<file path="config.mk">
export PLATFORM = sky130hd
export DESIGN_NAME = conv1x1_feeder
export DESIGN_NICKNAME = d
export VERILOG_FILES = /design/src/rtl/conv_pkg.sv /design/src/rtl/conv_addr_gen.sv /design/src/rtl/conv1x1_feeder.sv
export SDC_FILE = /design/constraint.sdc
export NUM_CORES = 1
export LEC_CHECK = 0
export ABC_AREA = 1
export BUFFER_PORTS_ARGS = -buffer_cell sky130_fd_sc_hd__buf_4
export CAP_MARGIN = 15
export CORE_AREA = 8 8 421 423
export CTS_CLUSTER_DIAMETER = 120
export CTS_CLUSTER_SIZE = 24
export DETAILED_ROUTE_END_ITERATION = 10
export DIE_AREA = 0 0 429 431
export PLACE_DENSITY_LB_ADDON = 0.3
export SYNTH_ARGS = -nofsm -noshare
export SYNTH_HDL_FRONTEND = slang
export SYNTH_HIERARCHICAL = 1
export SYNTH_SLANG_ARGS = --single-unit
export TNS_END_PERCENT = 50
</file>
<file path="constraint.sdc">
create_clock -name clk -period 2.7 [get_ports clk]
set_input_delay 0.54 -clock clk [delete_from_list [all_inputs] [get_ports clk]]
set_output_delay 0.54 -clock clk [all_outputs]
set_load 0.05 [all_outputs]
</file>
<file path="src/rtl/conv_pkg.sv">
// Shared types and constants for the 1x1 convolution input feeder.
package conv_pkg;
  localparam int DATW  = 16;
  localparam int LANES = 16;

  // One packed lane word as exchanged with the feature-map/weight RAMs.
  typedef logic [LANES-1:0][DATW-1:0] lane_word_t;

  // Feeder sequencer states.
  typedef enum logic [1:0] {
    IDLE  = 2'd0,
    ISSUE = 2'd1,
    GAP   = 2'd2,
    DRAIN = 2'd3
  } state_e;

  // Number of lane-word groups needed to cover all input channels.
  function automatic int groups_f(input int inch);
    return inch / LANES;
  endfunction
endpackage

</file>
<file path="src/rtl/conv_addr_gen.sv">
// Pixel/group counters and incrementing fm/wt address generators.
module conv_addr_gen
  import conv_pkg::*;
#(
  parameter int GROUPS = 4,
  parameter int NPIX   = 4,
  parameter int OCW    = 6,
  parameter int PIXW   = 2,
  parameter int ADDRW  = 14,
  localparam int GW    = (GROUPS > 1) ? $clog2(GROUPS) : 1
) (
  input  logic             clk,
  input  logic             rst,
  input  logic             load_i,
  input  logic [OCW-1:0]   oc_i,
  input  logic             issue_i,
  input  logic             next_pix_i,
  output logic [ADDRW-1:0] fm_addr_o,
  output logic [ADDRW-1:0] wt_addr_o,
  output logic [PIXW-1:0]  pix_o,
  output logic             g_first_o,
  output logic             g_last_o,
  output logic             pix_last_o
);
  logic [GW-1:0]    g_q, g_d;
  logic [PIXW-1:0]  pix_q, pix_d;
  logic [ADDRW-1:0] fm_q, fm_d, wt_q, wt_d, base_q, base_d;

  assign g_first_o  = (g_q == '0);
  assign g_last_o   = (g_q == GW'(GROUPS - 1));
  assign pix_last_o = (pix_q == PIXW'(NPIX - 1));
  assign fm_addr_o  = fm_q;
  assign wt_addr_o  = wt_q;
  assign pix_o      = pix_q;

  // Next-state: fm address runs straight through, wt address rewinds each pixel.
  always_comb begin
    g_d    = g_q;
    pix_d  = pix_q;
    fm_d   = fm_q;
    wt_d   = wt_q;
    base_d = base_q;
    if (load_i) begin
      g_d    = '0;
      pix_d  = '0;
      fm_d   = '0;
      base_d = ADDRW'(32'(oc_i) * GROUPS);
      wt_d   = ADDRW'(32'(oc_i) * GROUPS);
    end else begin
      if (issue_i) begin
        fm_d = fm_q + ADDRW'(1);
        if (g_last_o) begin
          g_d  = '0;
          wt_d = base_q;
        end else begin
          g_d  = g_q + GW'(1);
          wt_d = wt_q + ADDRW'(1);
        end
      end
      if (next_pix_i) pix_d = pix_q + PIXW'(1);
    end
  end

  // Counter registers.
  always_ff @(posedge clk or negedge rst) begin
    if (!rst) begin
      g_q    <= '0;
      pix_q  <= '0;
      fm_q   <= '0;
      wt_q   <= '0;
      base_q <= '0;
    end else begin
      g_q    <= g_d;
      pix_q  <= pix_d;
      fm_q   <= fm_d;
      wt_q   <= wt_d;
      base_q <= base_d;
    end
  end
endmodule

</file>
<file path="src/rtl/conv1x1_feeder.sv">
// Input-side sequencer for the 16-lane 1x1 convolution core.
// Optional build macro CONV1X1_FEEDER_PERF_EN adds the hold_cycles counter port.
module conv1x1_feeder
  import conv_pkg::*;
#(
  parameter int INCH   = 64,
  parameter int INSIZE = 55,
  parameter int OUTCH  = 64,
  parameter int ADDRW  = 14,
  localparam int GROUPS = groups_f(INCH),
  localparam int NPIX   = INSIZE * INSIZE,
  localparam int OCW    = (OUTCH > 1) ? $clog2(OUTCH) : 1,
  localparam int PIXW   = (NPIX > 1) ? $clog2(NPIX) : 1
) (
  input  logic             clk,
  input  logic             rst,
  input  logic             start,
  input  logic [OCW-1:0]   oc_idx,
  input  logic             hold,
  output logic [ADDRW-1:0] fm_addr,
  output logic             fm_rd,
  input  lane_word_t       fm_rdata,
  output logic [ADDRW-1:0] wt_addr,
  output logic             wt_rd,
  input  lane_word_t       wt_rdata,
  output lane_word_t       o_imgdata,
  output lane_word_t       o_kernel,
  output logic             o_data_valid,
  output logic             o_firstvalue,
  output logic             o_lastvalue,
  output logic [PIXW-1:0]  o_pix_idx,
  output logic             busy,
  output logic             done
`ifdef CONV1X1_FEEDER_PERF_EN
  , output logic [31:0]    hold_cycles
`endif
);
  if (INCH % LANES != 0) begin : g_bad_inch
    $error("INCH must be a multiple of LANES");
  end

  state_e          state_q;
  logic            busy_q, done_q;
  logic            vld_q, first_q, last_q;
  logic [PIXW-1:0] pix_idx_q;
  logic            load, issue, next_pix;
  logic            g_first, g_last, pix_last;
  logic [PIXW-1:0] pix;

  // The done cycle itself still refuses a new start.
  assign load     = (state_q == IDLE) && start && !done_q;
  assign issue    = (state_q == ISSUE);
  assign next_pix = (state_q == GAP) && !pix_last && !hold;

  conv_addr_gen #(
    .GROUPS(GROUPS), .NPIX(NPIX), .OCW(OCW), .PIXW(PIXW), .ADDRW(ADDRW)
  ) u_addr (
    .clk(clk), .rst(rst), .load_i(load), .oc_i(oc_idx), .issue_i(issue),
    .next_pix_i(next_pix), .fm_addr_o(fm_addr), .wt_addr_o(wt_addr),
    .pix_o(pix), .g_first_o(g_first), .g_last_o(g_last), .pix_last_o(pix_last)
  );

  // Sequencer: issue a pixel's groups back-to-back, then a gap that hold may stretch.
  always_ff @(posedge clk or negedge rst) begin
    if (!rst) begin
      state_q <= IDLE;
      busy_q  <= 1'b0;
      done_q  <= 1'b0;
    end else begin
      done_q <= 1'b0;
      case (state_q)
        IDLE:  if (load) begin
                 state_q <= ISSUE;
                 busy_q  <= 1'b1;
               end
        ISSUE: if (g_last) state_q <= GAP;
        GAP:   if (pix_last) state_q <= DRAIN;
               else if (!hold) state_q <= ISSUE;
        DRAIN: begin
                 state_q <= IDLE;
                 busy_q  <= 1'b0;
                 done_q  <= 1'b1;
               end
        default: state_q <= IDLE;
      endcase
    end
  end

  // Beat qualifiers delayed one cycle to line up with RAM read data.
  always_ff @(posedge clk or negedge rst) begin
    if (!rst) begin
      vld_q     <= 1'b0;
      first_q   <= 1'b0;
      last_q    <= 1'b0;
      pix_idx_q <= '0;
    end else begin
      vld_q   <= issue;
      first_q <= issue && g_first;
      last_q  <= issue && g_last;
      if (issue) pix_idx_q <= pix;
    end
  end

  assign fm_rd        = issue;
  assign wt_rd        = issue;
  assign o_imgdata    = fm_rdata;
  assign o_kernel     = wt_rdata;
  assign o_data_valid = vld_q;
  assign o_firstvalue = first_q;
  assign o_lastvalue  = last_q;
  assign o_pix_idx    = pix_idx_q;
  assign busy         = busy_q;
  assign done         = done_q;

`ifdef CONV1X1_FEEDER_PERF_EN
  logic [31:0] hold_cnt_q;

  // Count gap cycles stretched by hold, saturating.
  always_ff @(posedge clk or negedge rst) begin
    if (!rst) hold_cnt_q <= '0;
    else if (load) hold_cnt_q <= '0;
    else if ((state_q == GAP) && !pix_last && hold && (hold_cnt_q != '1))
      hold_cnt_q <= hold_cnt_q + 32'd1;
  end

  assign hold_cycles = hold_cnt_q;
`endif
endmodule

</file>
# --- Word-level counts from Yosys, hierarchy flattened ---
# Cells that the tools add are included.
op_classes:
  add_sub_neg: 4
  eq_ne: 8
  mux: 18
  n_reduce_logical: 16
op_table:
  columns: ["operator", "n"]
  rows:
  - ["$mux W14", 5]
  - ["$add A14 B1 Y14 const B", 2]
  - ["$mux W12", 2]
  - ["$mux W2", 7]
  - ["$add A12 B1 Y12 const B", 1]
  - ["$eq A12 B12 Y1 const B", 1]
  - ["$pmux W2 S4", 1]
  - ["$eq A2 B2 Y1 const B", 3]
  - ["$logic_and A1 B1 Y1", 6]
  - ["$reduce_bool A2 Y1", 3]
  - ["$logic_not A2 Y1", 2]
  - ["$logic_not A1 Y1", 3]
  - ["$ne A3 B3 Y1 const B", 1]
  - ["$reduce_and A3 Y1", 1]
  - ["$add A2 B1 Y2 const B", 1]
  - ["$eq A2 B1 Y1 const B", 1]
  - ["$mux W1", 2]
  - ["$ne A2 B1 Y1 const B", 1]
  - ["$ne A2 B2 Y1 const B", 1]
  - ["$pmux W1 S2", 1]
  - ["$reduce_and A2 Y1", 1]
totals:
  regBits: 67
  wordCells: 58

# --- Depth between registers and ports, before layout ---
logic_depth:
  depth_word: 6
  depth_mapped: 14
  ltp_nobuf: 14

# --- By module ---
# Netlist, hierarchy kept.
by_module_without_submodules:
  columns: ["module", "n_inst", "cells_per_inst", "area_per_inst_um2", "seq_area_each_um2"]
  rows:
  - ["conv1x1_feeder", 1, 601, 4638.2, 475.5]
  - ["conv_addr_gen", 1, 345, 2571.2, 1201.2]

# --- Worst setup path after synthesis ---
# No wires, ideal clock.
synth_timing:
  kind: "reg2reg"
  from: "register u_addr.pix_q[0], in the netlist u_addr/pix_o[0]"
  to: "register u_addr.pix_q[9], in the netlist u_addr/pix_o[9]"
  t_arrival_ps: 2117
  setup_slack_ps: 464
  path_stages_with_launch: 15
  n_path_buf: 0
  path_cell_list: "dfrtp_1 -> inv_1 -> ha_1 -> nand3_1 -> nor4_1 -> nor4_1 -> nand2_1 -> nor2_2 -> nand2_1 -> inv_2 -> nand2_1 -> nand2_1 -> nand2_1 -> o21ai_0 -> inv_1"
synth_via:
  elab_chain_len: 5
  elab_cells_between_ends: 8
  classes_between: "add/sub: 1; eq/ne: 1; mux: 2; reduce/logical: 4"
synth_rtl:
  columns: ["element", "line", "text"]
  rows:
  - ["start, declared", "conv_addr_gen.sv:26", "logic [PIXW-1:0] pix_q, pix_d;"]
  - ["start signal, assigned", "conv_addr_gen.sv:74", "pix_q <= pix_d;"]
  - ["$eq A12 B12 Y1", "conv_addr_gen.sv:31", "assign pix_last_o = (pix_q == PIXW'(NPIX - 1));"]
  - ["net pix_last", "conv1x1_feeder.sv:47", "logic g_first, g_last, pix_last;"]
  - ["$logic_not A1 Y1", "conv1x1_feeder.sv:53", "assign next_pix = (state_q == GAP) && !pix_last && !hold;"]
  - ["$logic_and A1 B1 Y1 (2 in series)", "conv1x1_feeder.sv:53", null]
  - ["net next_pix", "conv1x1_feeder.sv:46", "logic load, issue, next_pix;"]
  - ["$reduce_bool A2 Y1 (no line)", null, null]
# The timed path passes the listed nets, and every way through them passes these cells. The select of a mux whose other input is x is not followed.
# A chain may end at the register's enable or synchronous reset.

# --- Worst setup path after layout ---
# Same ends and word-level chain as after synthesis.

==> impl_metrics.py <==
metrics = {
    "worst_setup_path": {
        "timing.rr.start": "u_addr/pix_o[0]",
        "ff2ff_path_depth": 14,
        "reg2reg_slack_ns": 0.44,
        "crit_path_end_kind": "flip-flop",
        "crit_fanout": 7,
        "required_ns": 2.95,
        "arrival_ns": 2.51,
        "crit_type": "reg -> reg",
        "r2r-end": "u_addr/pix_o[9]",
        "worstSetupStartpointType": "flip-flop",
    },
    "clocking": {
        "clk_latency_ns": 0.37,
        "htreeDepth": 3,
        "cts_tree": "done",
        "clk_pin_slew_ns": 0.07,
        "clockBufferDepth": 2,
        "numCtsBuffers": 9,
        "ctsResizeCount": 0,
        "postCtsHoldBufs": 0,
        "cts_setup_buffers": 0,
        "cts.sinks": 67,
        "clock-root-buffer": "clkbuf_16",
    },
    "die": {
        "fp.dieH_um": 431,
        "start_util_pct": 4.23,
        "core_mm2": 0.171,
        "rows": 152,
        "die-area_mm2": 0.185,
        "die_x_um": 429,
        "boundaryPins": 1081,
    },
    "global_route": {
        "grt-ovfl-total": 0,
        "grt_util_met3_pct": 10.8,
        "gr-usage-all-layers_pct": 6.56,
        "grt_util_met1_pct": 3.55,
        "grt_max_degree": 30,
        "grt_pass1_vias": 4162,
        "top_usage_layer": "met3",
        "grtUsageMet2_pct": 9.51,
        "grt_pass1_wl_um": 73200,
        "antenna_found_initial": 4,
    },
    "timing": {
        "worst_pin_slew_ns": 0.594,
        "finalCritPeriodShare_pct": 83.8,
        "drv_slew": 0,
        "finalWorstPathRequiredPeriod_ns": 2.26,
        "finalClockSkew_ns": 0.0164,
        "hold_viol": 0,
        "setup_violations": 0,
        "tns_ns": 0,
        "max_freq_mhz": 442,
        "rsz0062_at_grt": "false",
        "relSlewSlack_pct": 60.1,
    },
    "logic_synthesis": {
        "yosysWarnings": 6,
        "ys_seq_elements": 67,
        "avgSynthCellArea_um2": 7.62,
        "synth_edf_count": 0,
        "syn_area_mm2": 0.00721,
        "yosysTopAreaCell": "buf_4",
        "ys_top_cells_by_area": "buf_4 54%, dfrtp_1 23%, nand2_1 6.7%",
        "synth_top_area_share_pct": 53.5,
        "ys_async_sr_fraction_pct": 100,
        "yosys-top-cells-count": "514 x buf_4, 129 x nand2_1, 67 x dfrtp_1",
        "synth_cell_types": 31,
        "syn-num-nets": 1474,
        "synthCells": 946,
        "synth_seq_area_share_pct": 23.3,
        "synth_most_common_cell": "buf_4",
        "synth_ff_type": "dfrtp_1",
    },
    "drt": {
        "routedWlPerCell_um": 23.3,
        "viasPerCell": 1.49,
        "wirelength_um": 63900,
        "drtIter0Drc": 257,
        "num_vias": 4091,
        "first_pass_iters": 5,
        "ant_nets": 0,
        "drc_errors": 0,
    },
    "finish": {
        "fillers": 20200,
        "finalNetCount": 1027,
        "drive_above_1_share_pct": 19.8,
        "regArea_mm2": 0.00168,
        "fin_cells": 2739,
        "area_growth_pct": -4.39,
        "multiInputGateArea_mm2": 0.00142,
    },
    "min_path": {
        "hold_path.class": "in -> async",
    },
    "power": {
        "power_density_mw_per_mm2": 741,
        "ir_drop_mv": 0.290,
        "leakage_uw": 0.00224,
    },
    "status": {
        "status": "complete, no violations",
    },
    "placed_design": {
        "gp_congestion": 0.722,
        "dp_cells": 2721,
        "io_buffer_count": 56,
        "dp_hpwl_um": 58700,
    },
    "flow_run": {
        "maxCapViolCount": 0,
    },
}
flip-flops by register name, indices dropped and copies added, names as in the netlist:
| signal | cells |
|---|---|
| o_lastvalue | 1 |
| u_addr/pix_o | 12 |
| u_addr/fm_addr_o | 14 |
| done | 1 |
| u_addr/wt_addr_o | 14 |
| state_q | 2 |
| o_data_valid | 1 |
| u_addr/g_q | 2 |
| u_addr/base_q | 6 |
| o_firstvalue | 1 |
| o_pix_idx | 12 |
| busy | 1 |
logic make-up after synthesis:
group                    after synthesis  synth area share, %
flip-flops                            67                 23.3
XOR/XNOR                               4                0.486
AND/OR/NAND/NOR                      238                 14.0
buffers and inverters                575                 57.0
adder cells (fa/ha/maj)                6                 1.04
AO/OA/AOI/OAI                         56                 4.17
how the worst max path moves through the flow:
stage / startpoint / end / slack (ns) / cells after the start
2_1_floorplan: u_addr/pix_o[0] / u_addr/pix_o[9] / 0.46 / 14
3_3_place_gp: start / u_addr/fm_addr_o[11] / 0.34 / 12
3_5_place_dp: start / u_addr/fm_addr_o[11] / 0.37 / 12
4_1_cts: state_q[0] / u_addr/fm_addr_o[11] / 0.37 / 12
5_1_grt: u_addr/pix_o[0] / u_addr/pix_o[9] / 0.19 / 14
6_report: u_addr/pix_o[0] / u_addr/pix_o[9] / 0.44 / 14
worst max-delay path, cell delays in order (launching register included):
cell	delay, ns
dfrtp_1	0.42
inv_1	0.10
ha_1	0.14
nand3_1	0.08
nor4_1	0.52
nor4_1	0.12
buf_4	0.19
nand2_1	0.10
nor2_2	0.06
nand2_1	0.07
inv_2	0.04
nand2_1	0.07
nor2_1	0.04
o21ai_0	0.13
inv_1	0.06
layer usage:
layer	share of wire [%]	routed length (um)
met1	19	12000
met2	42	27100
met3	35	22100
met4	3.6	2300
met5	0.59	380
layout by cell type (no fill, tap or decap), types with 2 or more instances in the layout:
master,netlist,final
a21boi_0,2,2
a21oi_1,23,23
a22o_1,2,2
a31oi_1,2,2
buf_4,514,62
clkbuf_16,0,9
clkinv_2,0,2
clkinv_4,0,2
dfrtp_1,67,67
diode_2,0,2
ha_1,6,6
inv_1,47,47
inv_2,6,6
nand2_1,129,129
nand2_2,5,5
nand2_4,2,2
nand3_1,27,27
nand4_1,7,7
nor2_1,49,49
nor2_2,6,6
nor3_1,9,9
nor4_1,2,2
o21ai_0,19,19
o21ai_1,6,6
xnor2_1,3,3
area by class of cell:
cell class	count	area share (%)
clock inverters	6	0.944
flip-flops and latches	67	24.3
multi-input cells	304	20.6
inverters	54	2.98
well taps	2233	40.5
diodes	2	0.0726
clock buffers	10	3.47
repair buffers	63	7.04
report_power, final:
part           leakage [uW]  internal, uW  total (uW)  switching, uW
Sequential         0.000885          1250        1540            289
Clock              0.000148           740        1260            522
Combinational       0.00121           582        2300           1720
through the flow:
| stage | power, uW | util (%) | area [um2] | worst slack, ns | hold slack [ns] |
|---|---|---|---|---|---|
| floorplan | 4980 | - | 7210 | 0.464 | 0.244 |
| global placement | 3960 | 3.86 | 6580 | 0.336 | 0.467 |
| detailed placement | 3940 | 3.86 | 6580 | 0.371 | 0.472 |
| CTS | 5280 | 4.04 | 6890 | 0.366 | 0.131 |
| global route | 5470 | 4.04 | 6890 | 0.195 | 0.147 |
| finish | 5110 | 4.04 | 6890 | 0.436 | 0.125 |
Note: power is estimated with default switching activity, not from simulation.
